### config.mk
export PLATFORM = sky130hd
export DESIGN_NAME = ldpc_enc_ctrl
export DESIGN_NICKNAME = d
export VERILOG_FILES = /design/src/rtl/ldpc_enc_ctrl.sv
export SDC_FILE = /design/constraint.sdc
export NUM_CORES = 1
export LEC_CHECK = 0
export ABC_AREA = 1
export BUFFER_PORTS_ARGS = -buffer_cell sky130_fd_sc_hd__buf_2
export CORE_MARGIN = 1.5
export CORE_UTILIZATION = 49
export DETAILED_ROUTE_END_ITERATION = 7
export GPL_ROUTABILITY_DRIVEN = 0
export PLACE_DENSITY = 0.75
export SLEW_MARGIN = 20
export SYNTH_ARGS = -nofsm -noshare
export SYNTH_HDL_FRONTEND = slang
export SYNTH_SLANG_ARGS = --single-unit
### constraint.sdc
create_clock -name clk -period 1.7 [get_ports clk]
set_input_delay 0.17 -clock clk [delete_from_list [all_inputs] [get_ports clk]]
set_output_delay 0.17 -clock clk [all_outputs]
set_load 0.02 [all_outputs]
### src/rtl/ldpc_enc_ctrl.sv
// Frame sequencer for the 360-parallel LDPC parity encoder: feeds info bits,
// sweeps the parity readout, merges both into one registered codeword stream
// and issues the encoder's per-frame synchronous clear.
module ldpc_enc_ctrl #(
  parameter int unsigned K       = 4320,
  parameter int unsigned P       = 360,
  parameter int unsigned CLR_CYC = 3
) (
  input  logic        clk,
  input  logic        rst_n,
  input  logic        s_valid,
  input  logic        s_data,
  output logic        s_ready,
  output logic        enc_clr_n,
  output logic        enc_din_valid,
  output logic        enc_din,
  output logic [12:0] enc_counter,
  output logic [8:0]  enc_out_addr,
  output logic        enc_data_valid_check,
  input  logic        enc_dout,
  output logic        m_valid,
  output logic        m_data,
  output logic        m_last
);

  localparam int unsigned CNT_W  = 13;
  localparam int unsigned ADDR_W = 9;
  localparam int unsigned CYC_W  = 2;

  typedef enum logic [1:0] {
    ST_CLEAR  = 2'd0,
    ST_INFO   = 2'd1,
    ST_PARITY = 2'd2,
    ST_DRAIN  = 2'd3
  } state_e;

  state_e              state_q, state_d;
  logic [CYC_W-1:0]    cyc_cnt_q, cyc_cnt_d;
  logic [CNT_W-1:0]    enc_counter_q, enc_counter_d;
  logic [ADDR_W-1:0]   enc_out_addr_q, enc_out_addr_d;
  logic                dvc_q, dvc_d;
  logic                rd_q, rd_d;
  logic                rd_last_q, rd_last_d;
  logic                s_ready_q, s_ready_d;
  logic                enc_clr_n_q, enc_clr_n_d;
  logic                m_valid_q, m_valid_d;
  logic                m_data_q, m_data_d;
  logic                m_last_q, m_last_d;
  logic                accept;
  logic                last_info;

  // Handshake: a bit is consumed only while the INFO ready flop is set
  assign accept    = s_valid & s_ready_q;
  assign last_info = (enc_counter_q == CNT_W'(K - 1));

  assign enc_din_valid        = accept;
  assign enc_din              = s_data;
  assign s_ready              = s_ready_q;
  assign enc_clr_n            = enc_clr_n_q;
  assign enc_counter          = enc_counter_q;
  assign enc_out_addr         = enc_out_addr_q;
  assign enc_data_valid_check = dvc_q;
  assign m_valid              = m_valid_q;
  assign m_data               = m_data_q;
  assign m_last               = m_last_q;

  // State register
  always_ff @(posedge clk or negedge rst_n) begin
    if (!rst_n) state_q <= ST_CLEAR;
    else        state_q <= state_d;
  end

  // Next-state logic
  always_comb begin
    state_d = state_q;
    unique case (state_q)
      ST_CLEAR:  if (cyc_cnt_q == CYC_W'(CLR_CYC - 1)) state_d = ST_INFO;
      ST_INFO:   if (accept && last_info)               state_d = ST_PARITY;
      ST_PARITY: if (enc_out_addr_q == '0)               state_d = ST_DRAIN;
      ST_DRAIN:  if (cyc_cnt_q == CYC_W'(1))             state_d = ST_CLEAR;
      default:                                           state_d = ST_CLEAR;
    endcase
  end

  // Output / datapath next values; all outputs are registered from these
  always_comb begin
    cyc_cnt_d      = '0;
    enc_counter_d  = '0;
    enc_out_addr_d = ADDR_W'(P - 1);
    dvc_d          = (state_d == ST_PARITY);
    rd_d           = dvc_q;
    rd_last_d      = dvc_q && (enc_out_addr_q == '0);
    s_ready_d      = (state_d == ST_INFO);
    enc_clr_n_d    = (state_d != ST_CLEAR);
    m_valid_d      = 1'b0;
    m_data_d       = 1'b0;
    m_last_d       = 1'b0;

    // Dwell counter shared by CLEAR and DRAIN, restarted on every state change
    if (((state_q == ST_CLEAR) || (state_q == ST_DRAIN)) && (state_d == state_q))
      cyc_cnt_d = cyc_cnt_q + CYC_W'(1);

    // Info index advances on accepts only, wrapping to 0 after the last bit
    if (state_q == ST_INFO) begin
      enc_counter_d = enc_counter_q;
      if (accept) enc_counter_d = last_info ? '0 : enc_counter_q + CNT_W'(1);
    end

    // Parity address sweeps P-1 down to 0, parked at P-1 otherwise
    if ((state_q == ST_PARITY) && (state_d == ST_PARITY))
      enc_out_addr_d = enc_out_addr_q - ADDR_W'(1);

    // Merge: systematic bits one cycle after accept, parity one cycle after enc_dout
    if (accept) begin
      m_valid_d = 1'b1;
      m_data_d  = s_data;
    end else if (rd_q) begin
      m_valid_d = 1'b1;
      m_data_d  = enc_dout;
      m_last_d  = rd_last_q;
    end
  end

  // Datapath and output registers
  always_ff @(posedge clk or negedge rst_n) begin
    if (!rst_n) begin
      cyc_cnt_q      <= '0;
      enc_counter_q  <= '0;
      enc_out_addr_q <= ADDR_W'(P - 1);
      dvc_q          <= 1'b0;
      rd_q           <= 1'b0;
      rd_last_q      <= 1'b0;
      s_ready_q      <= 1'b0;
      enc_clr_n_q    <= 1'b0;
      m_valid_q      <= 1'b0;
      m_data_q       <= 1'b0;
      m_last_q       <= 1'b0;
    end else begin
      cyc_cnt_q      <= cyc_cnt_d;
      enc_counter_q  <= enc_counter_d;
      enc_out_addr_q <= enc_out_addr_d;
      dvc_q          <= dvc_d;
      rd_q           <= rd_d;
      rd_last_q      <= rd_last_d;
      s_ready_q      <= s_ready_d;
      enc_clr_n_q    <= enc_clr_n_d;
      m_valid_q      <= m_valid_d;
      m_data_q       <= m_data_d;
      m_last_q       <= m_last_d;
    end
  end

endmodule
==> results of run 1 <==
## cells in the final DEF (no fill, tap or decap), types with 5 or more instances in the layout
cell and instances:
xor2_1 12, nor3_1 6, nand2_2 8, clkbuf_8 5
ha_1 5, nand3_2 7, inv_2 7, buf_2 34
nand2_1 32, dfrtp_1 27, buf_4 30, inv_1 30
dfstp_2 6, nor2_1 24, nand3_1 11
## registers in the layout, indices dropped and copies added, names as in the netlist
name / cells
state_q: 2
rd_last_q: 1
s_ready: 1
m_data: 1
enc_data_valid_check: 1
m_valid: 1
cyc_cnt_q: 2
enc_out_addr: 9
enc_counter: 13
enc_clr_n: 1
rd_q: 1
m_last: 1
## power by group
part / total, mW / internal (mW) / switching (mW)
Sequential: 0.960 / 0.875 / 0.0853
Clock: 0.766 / 0.436 / 0.330
Combinational: 0.447 / 0.176 / 0.271
## how the worst min path moves through the flow
stage,startpoint,endpoint,slack (ns),depth (start not counted)
2_1_floorplan,rst_n,cyc_cnt_q[0],-0.13,0
3_3_place_gp,rst_n,enc_counter[9],0.27,1
3_5_place_dp,rst_n,enc_counter[9],0.27,1
4_1_cts,s_data,m_data,0.09,3
5_1_grt,s_data,m_data,0.11,3
6_report,s_data,m_data,0.10,3
## stage by stage
stage / setup TNS (ns) / hold slack [ns] / worst slack, ns / power [mW] / instance area (um^2)
final: -1.00 / 0.102 / -0.133 / 2.17 / 2500
after global routing: -2.61 / 0.107 / -0.269 / 2.26 / 2500
after CTS: 0 / 0.0932 / 0.00446 / 2.15 / 2340
after detailed placement: -0.273 / 0.274 / -0.0538 / 1.38 / 2100
after global placement: -0.172 / 0.273 / -0.0314 / 1.37 / 2100
after floorplan: 0 / -0.126 / 0.00745 / 1.20 / 1810
## critical path, delay by kind of cell (launching register included)
kind / cells / cell delay, ns
fa+ha+maj: 1 / 0.17
simple gates: 8 / 1.00
flops: 1 / 0.39
compound gates: 1 / 0.19
## layout make-up
type,instances,area [um^2],share of cell area
Clock buffer,5,68.8,0.0275
Clock inverter,3,45.0,0.0180
Inverter,37,139,0.0555
Multi-Input combinational cell,140,916,0.366
Sequential cell,34,860,0.343
Tap cell,46,57.6,0.0230
Timing Repair Buffer,66,417,0.167
## logic make-up after synthesis
group                      share of synthesized area
buffers and inverters                         0.0828
adders and majority gates                     0.0621
xor gates and xnor gates                      0.0628
DFF                                            0.473
AOI/OAI and AO/OA                             0.0593
and+or+nand+nor                                0.260
## layer usage
metal / GRT usage / vias to the layer above
met4: 0.0951 / 0
li1: - / 820
met2: 0.375 / 61
met3: 0.0563 / 13
met1: 0.252 / 825
met5: 0 / -
## what timing repair did
item                                    4_1_cts  5_1_grt
resized for setup                            14       19
endpoints found under the setup margin        9       15
hold buffers                                  1        0
pin swaps                                     4       13
hold endpoints to repair                     28        0
setup buffers                                11       11
==> impl_metrics.json, run 1 <==
{
  "drt_iter0_markers": 140,
  "fin_nets": 298,
  "leakage_nw": 1.25,
  "grt-ovfl-total": 0,
  "routed_wirelength_um": 4900,
  "cts_buffer_depth": 2,
  "synth-seq-area-share": 0.473,
  "grt_pass1_vias": 1588,
  "synth_area_leaders": "dfrtp_1 (39%), dfstp_2 (8.7%), inv_1 (7.4%), nand2_1 (7.2%), ha_1 (6.2%)",
  "ios": 35,
  "grt_usage": 0.217,
  "netlist_top_cells_count": "inv_1 (36), nand2_1 (35), dfrtp_1 (28)",
  "rrSetupSlack_ns": -0.13,
  "grt_max_degree": 35,
  "powerDensity_mw_per_mm2": 869,
  "top_layer": "met4",
  "synth_flop_cell": "dfrtp_1",
  "numPortBuffers": 34,
  "wl_met1_um": 1990,
  "cp.required_ns": 1.92,
  "layout.cells.non_filler": 331,
  "dp_hpwl_um": 2750,
  "cp.arrival_ns": 2.05,
  "area_growth_pct": 37.9,
  "routed-via-count": 1719,
  "hold_viol_final": 0,
  "htreeDepth": 2,
  "slew_violations": 0,
  "rr_worst_depth": 10,
  "crit_path_start": "enc_counter[1]",
  "synth_top_area_cell": "dfrtp_1",
  "yosysMostFrequentCell": "inv_1",
  "synthesis.nets": 227,
  "diodes": 0,
  "nFillCells": 247,
  "placed_cells": 300,
  "cts_tree": "done",
  "finClkSkew_ns": 0.00783,
  "row_count": 21,
  "syn_area_mm2": 0.00181,
  "max_slew.worst_pin.slew_ns": 0.765,
  "crit_chain": "ha_4 -> nand3_4 -> nor2_1 -> nand3_1 -> nand2_2 -> nand2_4 -> o21ai_2 -> nand2_2 -> nor2_4 -> nand3b_1",
  "met2_wirelength_um": 2550,
  "antenna_found_initial": 0,
  "drive_above_1_share": 0.421,
  "cts.sinks": 34,
  "synth_edf_count": 0,
  "coreArea_mm2": 0.00344,
  "crit_top_cell": "nand2_2",
  "yosys_warnings": 0,
  "fmax_mhz": 546,
  "violations": "negative setup slack",
  "cp_slowest_cell": "dfrtp_1",
  "die_w_um": 63.9,
  "slew_headroom": 0.490,
  "endpoint": "enc_out_addr[5]",
  "reg2reg_to": "enc_out_addr[5]",
  "synth_cells": 213,
  "clkTransAtPathRegs_ns": 0.08,
  "path_class": "reg2reg",
  "clock_latency_ns": 0.30,
  "setup_ws_ns": -0.133,
  "rr_startpoint": "enc_counter[1]",
  "setup_viol": 12,
  "utilization": 0.727,
  "cts_made_buffers": 5,
  "status": "complete, but fails checks",
  "postRouteAntennaNets": 0,
  "cpPeakStageDelay_ns": 0.39,
  "wl_per_cell_um": 14.8,
  "chipHeight_um": 63.9,
  "synth_area_per_cell_um2": 8.52,
  "maxCapViolCount": 0,
  "hold_class": "in2reg",
  "routed_via_density": 5.19,
  "drtPass1Iterations": 4,
  "endpoint_kind": "flip-flop",
  "netlist.area_leader.share": 0.386,
  "setup.worst_path.start_class": "flip-flop",
  "met3_length_um": 258,
  "drc": 0,
  "final.min_clock_period_ns": 1.83,
  "async_flop_share": 1.00,
  "ys_types": 28,
  "rsz0062_at_grt": "yes",
  "grt_pass1_wl_um": 6800,
  "ys_ff_latch": 34,
  "dieArea_mm2": 0.00408,
  "period_share": 1.08,
  "clock-root-buffer": "clkbuf_8",
  "initial_utilization": 0.527,
  "path_max_fanout": 7,
  "irDropWorstVdd_mv": 0.812
}
No activity file was read; power rests on OpenSTA's default activity.
==> run 2, diff against run 1 <==
--- a/constraint.sdc
+++ b/constraint.sdc
@@ -3,2 +3,2 @@
 set_output_delay 0.17 -clock clk [all_outputs]
-set_load 0.02 [all_outputs]
+set_load 0.05 [all_outputs]
==> run 2 against run 1 <==
Against the previous run: the flow now finishes without violations; sequential cell count stayed put; utilization is 3.1 points lower; global-route usage is 1.9 points lower; via count is 7.3% lower; sequential share of layout area is 1.7 points higher; combinational power is 19% higher; count of clock-buffer cells in the layout is 1 higher; first-iteration DRC count is 30% lower.
==> impl_metrics.json, run 2 (synthesis results as in run 1) <==
{
  "fmax_mhz": 592,
  "numPortBuffers": 34,
  "fin_nets": 283,
  "path_max_fanout": 7,
  "dp_slack_ns": -0.0120,
  "postRouteAntennaNets": 0,
  "diodes": 0,
  "final_common_cell": "buf_2",
  "endpoint": "enc_out_addr[5]",
  "grt_usage": 0.198,
  "hold_viol_final": 0,
  "setup_viol": 0,
  "slew_violations": 0,
  "routed_via_density": 5.04,
  "drive_above_1_share": 0.411,
  "wl_per_cell_um": 12.4,
  "grt_pass1_vias": 1480,
  "leakage_nw": 1.17,
  "rr_startpoint": "state_q[1]",
  "routed-via-count": 1593,
  "ios": 35,
  "cts.sinks": 34,
  "grt-ovfl-total": 0,
  "die_w_um": 63.9,
  "row_count": 21,
  "cts_made_buffers": 5,
  "finClkSkew_ns": 0.00466,
  "final_area_mm2": 0.00240,
  "cp.arrival_ns": 1.90,
  "cp.required_ns": 1.91,
  "whs_ns": 0.0996,
  "period_share": 0.994,
  "finalPower_mw": 2.12,
  "crit_top_cell": "nand2_2",
  "area_growth_pct": 32.1,
  "grt_max_degree": 35,
  "rr_worst_depth": 11,
  "endpoint_kind": "flip-flop",
  "coreArea_mm2": 0.00344,
  "dp_hpwl_um": 2790,
  "chipHeight_um": 63.9,
  "antenna_found_initial": 0,
  "max_slew.worst_pin.slew_ns": 0.742,
  "final_cell_mix": "buf_2 (34), nand2_1 (32), inv_1 (30), dfrtp_1 (23), nor2_1 (22)",
  "irDropWorstVdd_mv": 0.353,
  "placed_area_mm2": 0.00210,
  "initial_utilization": 0.527,
  "clock-root-buffer": "clkbuf_8",
  "slew_headroom": 0.505,
  "cpPeakStageDelay_ns": 0.43,
  "htreeDepth": 2,
  "maxCapViolCount": 0,
  "rsz0062_at_grt": "yes",
  "rrSetupSlack_ns": 0.01,
  "grt_pass1_wl_um": 6250,
  "path_class": "reg2reg",
  "routed_wirelength_um": 3930,
  "cp.depth": 11,
  "clkTransAtPathRegs_ns": 0.07,
  "crit_family": "simple AND/OR/NAND/NOR gates",
  "setup.worst_path.start_class": "flip-flop",
  "cts_buffer_depth": 2,
  "reg2reg_to": "enc_out_addr[5]",
  "status": "completed",
  "drt_iter0_markers": 98,
  "largest_register_ff_count": 13,
  "powerDensity_mw_per_mm2": 886,
  "timing.critical_path.buf_inv": 2,
  "crit_path_start": "state_q[1]",
  "hold_class": "in2reg",
  "cp_slowest_cell": "dfrtp_1",
  "drtPass1Iterations": 4,
  "dieArea_mm2": 0.00408,
  "cts_tree": "done",
  "crit_chain": "ha_2 -> inv_1 -> or2_4 -> nand2_2 -> a21oi_2 -> nand2_2 -> nand2_2 -> o21ai_2 -> inv_2 -> nor2_4 -> nand3b_1",
  "final.min_clock_period_ns": 1.69,
  "setup_ws_ns": 0.0107,
  "nFillCells": 279,
  "drc": 0,
  "clock_latency_ns": 0.28
}
[run 2: cell count changes in the layout (fill, tap and decap cells not counted), moves of 2 or more]
cell,previous run,this run
buf_4,30,15
dfrtp_1,27,23
dfrtp_2,1,5
ha_4,2,4
nand3_1,11,13
nor2_1,24,22
[run 2: metal layers]
metal	vias up	track usage	routed length, um
li1	789	-	-
met1	758	0.246	1830
met2	39	0.318	1850
met3	7	0.0546	166
met4	0	0.0924	72
met5	-	0	0
[run 2: per-stage QoR]
step | instances | utilization | TNS (ns)
finish | 316 | 0.696 | 0
global route | 316 | 0.696 | -0.738
CTS | 310 | 0.644 | 0
detailed placement | 299 | 0.610 | -0.0404
global placement | 299 | 0.610 | 0
floorplan | 213 | - | -0.102
[run 2: worst min-delay path by stage]
| stage | start | endpoint | slack (ns) | cells after the start |
|---|---|---|---|---|
| after floorplan | rst_n | cyc_cnt_q[0] | -0.13 | 0 |
| after global placement | rst_n | enc_counter[10] | 0.27 | 1 |
| after detailed placement | rst_n | enc_counter[10] | 0.27 | 1 |
| after CTS | s_data | m_data | 0.09 | 3 |
| after global routing | s_data | m_data | 0.10 | 3 |
| final | s_data | m_data | 0.1 | 3 |
[run 2: what timing repair did]
item	CTS	global route
endpoints found under the setup margin	6	14
buffers inserted	2	6
hold buffers	1	0
hold endpoints to repair	28	0
gates cloned	0	0
pin swaps	1	13
resized for setup	0	34
[run 2: power breakdown]
group          total (mW)  switching, mW  internal [mW]
registers           0.970         0.0911          0.879
clock network       0.619          0.293          0.325
logic               0.534          0.395          0.139
[run 2: layout make-up]
type,count,area (um^2),area share
repair buffers,51,304,0.127
clock inverters,2,12.5,0.00522
inverters,37,141,0.0590
flip-flops and latches,34,865,0.361
multi-input cells,140,933,0.390
clock buffers,6,82.6,0.0345
well taps,46,57.6,0.0240
[run 2: worst reg2reg max path, stage by stage, from the launching register on]
cell      delay (ns)
dfrtp_1         0.43
ha_2            0.19
inv_1           0.03
or2_4           0.23
nand2_2         0.06
a21oi_2         0.05
nand2_2         0.08
nand2_2         0.07
o21ai_2         0.07
inv_2           0.07
nor2_4          0.24
nand3b_1        0.11
==> run 3, diff against run 2 <==
CORE_UTILIZATION = 50   (was 49)
PLACE_DENSITY = 0.73   (was 0.75)
clock period = 1.56 ns   (was 1.7 ns; I/O delays follow)
==> run 3 against run 2 <==
Against the previous run: highest routed layer unchanged; hold slack lost 0.082 ns; via count grew 6.9%; clock power grew 39%; sequential share of layout area shrank 2.8 points; count of clock-buffer cells in the layout is the same; the flow now finishes with violations (negative setup slack); cell count grew 6.3%; worst setup slack lost 0.17 ns; first-iteration DRC count grew 55%; sequential power grew 7%; non-clock buffer count grew 20; largest power group unchanged; power grew 25%; critical path type unchanged; global-route usage grew 3.2 points.
==> impl_metrics.json, run 3 (synthesis results as in run 1) <==
{
  "grt-ovfl-total": 0,
  "clock-root-buffer": "clkbuf_4",
  "routed_wirelength_um": 4520,
  "grt_pass1_vias": 1578,
  "drtPass1Iterations": 5,
  "dp_hpwl_um": 2900,
  "path_class": "reg2reg",
  "numPortBuffers": 34,
  "slew_headroom": 0.550,
  "routed_via_density": 5.07,
  "rsz0062_at_grt": "yes",
  "crit_chain": "inv_2 -> ha_4 -> nand2_2 -> nor2_1 -> nand2_1 -> nand2_1 -> nand2_1 -> nand2_1 -> o21ai_1 -> nand2_2 -> nor2_4 -> nand3b_1",
  "diodes": 0,
  "cp_slowest_cell": "dfstp_2",
  "chipHeight_um": 63.2,
  "timing.critical_path.buf_inv": 1,
  "drc": 0,
  "hold_class": "in2reg",
  "dieArea_mm2": 0.00400,
  "endpoint_kind": "flip-flop",
  "nFillCells": 241,
  "cts_made_buffers": 5,
  "routed-via-count": 1703,
  "max_slew.worst_pin.slew_ns": 0.675,
  "cts_tree": "done",
  "postRouteAntennaNets": 0,
  "area_growth_pct": 43.5,
  "setup.worst_path.start_class": "flip-flop",
  "maxCapViolCount": 0,
  "coreArea_mm2": 0.00342,
  "crit_top_cell": "nand2_1",
  "fin_nets": 303,
  "largest_register_ff_count": 13,
  "powerDensity_mw_per_mm2": 1020,
  "drt_iter0_markers": 152,
  "antenna_found_initial": 0,
  "cpPeakStageDelay_ns": 0.55,
  "grt_max_degree": 31,
  "dp_slack_ns": -0.0905,
  "fmax_mhz": 581,
  "path_max_fanout": 7,
  "drive_above_1_share": 0.479,
  "row_count": 21,
  "finClkSkew_ns": 0.00506,
  "ios": 35,
  "hold_viol_final": 0,
  "finalPower_mw": 2.66,
  "die_w_um": 63.2,
  "leakage_nw": 1.29,
  "grt_pass1_wl_um": 7090,
  "wl_per_cell_um": 13.4,
  "htreeDepth": 2,
  "initial_utilization": 0.531,
  "utilization": 0.762,
  "slew_violations": 0,
  "final_cell_mix": "buf_2 (34), buf_4 (34), nand2_1 (33), inv_1 (30), dfrtp_1 (21)",
  "grt_usage": 0.230,
  "violations": "negative setup slack",
  "status": "complete, but fails checks",
  "period_share": 1.10,
  "crit_family": "simple AND/OR/NAND/NOR gates",
  "cp.arrival_ns": 2.00,
  "irDropWorstVdd_mv": 0.527,
  "final_area_mm2": 0.00260,
  "setup_ws_ns": -0.162,
  "cts.sinks": 34,
  "whs_ns": 0.0173,
  "placed_area_mm2": 0.00229,
  "cts_buffer_depth": 2,
  "cp.required_ns": 1.83,
  "clock_latency_ns": 0.35,
  "final.min_clock_period_ns": 1.72,
  "setup_viol": 14,
  "clkTransAtPathRegs_ns": 0.11
}
==> run 3: cell count changes in the layout (fill, tap and decap cells not counted), moves of 3 or more <==
cell / before / now
buf_4: 15 / 34
clkbuf_4: 0 / 5
clkbuf_8: 6 / 1
nand3_1: 13 / 10
nor2_1: 22 / 19
==> run 3: final timing paths <==
| check | start | end | slack [ns] | cells after the start |
|---|---|---|---|---|
| worst max register to register | enc_out_addr[0] | enc_out_addr[5] | -0.16 | 12 |
| max in group asynchronous | rst_n | enc_out_addr[6] | 0.58 | 3 |
| worst max-delay path | enc_out_addr[0] | enc_out_addr[5] | -0.16 | 12 |
| worst min-delay path | s_data | m_data | 0.02 | 3 |
| min in group asynchronous | rst_n | enc_clr_n | 0.37 | 2 |
| worst min register to register | enc_data_valid_check | rd_q | 0.43 | 0 |
==> run 3: routing by layer <==
| metal | global-route usage | share of wire | vias to the layer above |
|---|---|---|---|
| met3 | 0.0536 | 0.039 | 18 |
| met4 | 0.125 | 0.036 | 0 |
| met5 | 0 | 0 | - |
| li1 | - | - | 834 |
| met2 | 0.368 | 0.49 | 48 |
| met1 | 0.289 | 0.44 | 803 |
==> run 3: layout make-up <==
cell class                      count  area [um^2]  area share
Clock inverter                      2         60.1      0.0231
Clock buffer                        6         51.3      0.0197
Multi-Input combinational cell    140          967       0.371
Inverter                           37          143      0.0548
Tap cell                           46         57.6      0.0221
Sequential cell                    34          867       0.333
Timing Repair Buffer               71          458       0.176
==> run 3: through the flow <==
step           TNS, ns  std cells
6_report         -1.63        336
5_1_grt          -3.65        336
4_1_cts         -0.800        334
3_5_place_dp    -0.637        322
3_3_place_gp    -0.255        322
2_1_floorplan    -1.64        213
==> run 3: power breakdown <==
part           switching (mW)  internal (mW)  leakage, nW
Clock                   0.317          0.543       0.0585
Sequential             0.0792          0.962        0.415
Combinational           0.518          0.236        0.816
==> run 3: what timing repair did <==
item / 4_1_cts / 5_1_grt
resized for setup: 10 / 28
pin swaps: 6 / 11
setup buffers: 3 / 2
endpoints found under the hold margin: 28 / 0
hold buffers: 1 / 0
endpoints found under the setup margin: 12 / 24
==> run 3: worst min-delay path: stages <==
cell     delay, ns
buf_2         0.08
nand2_1       0.04
nand2_1       0.05
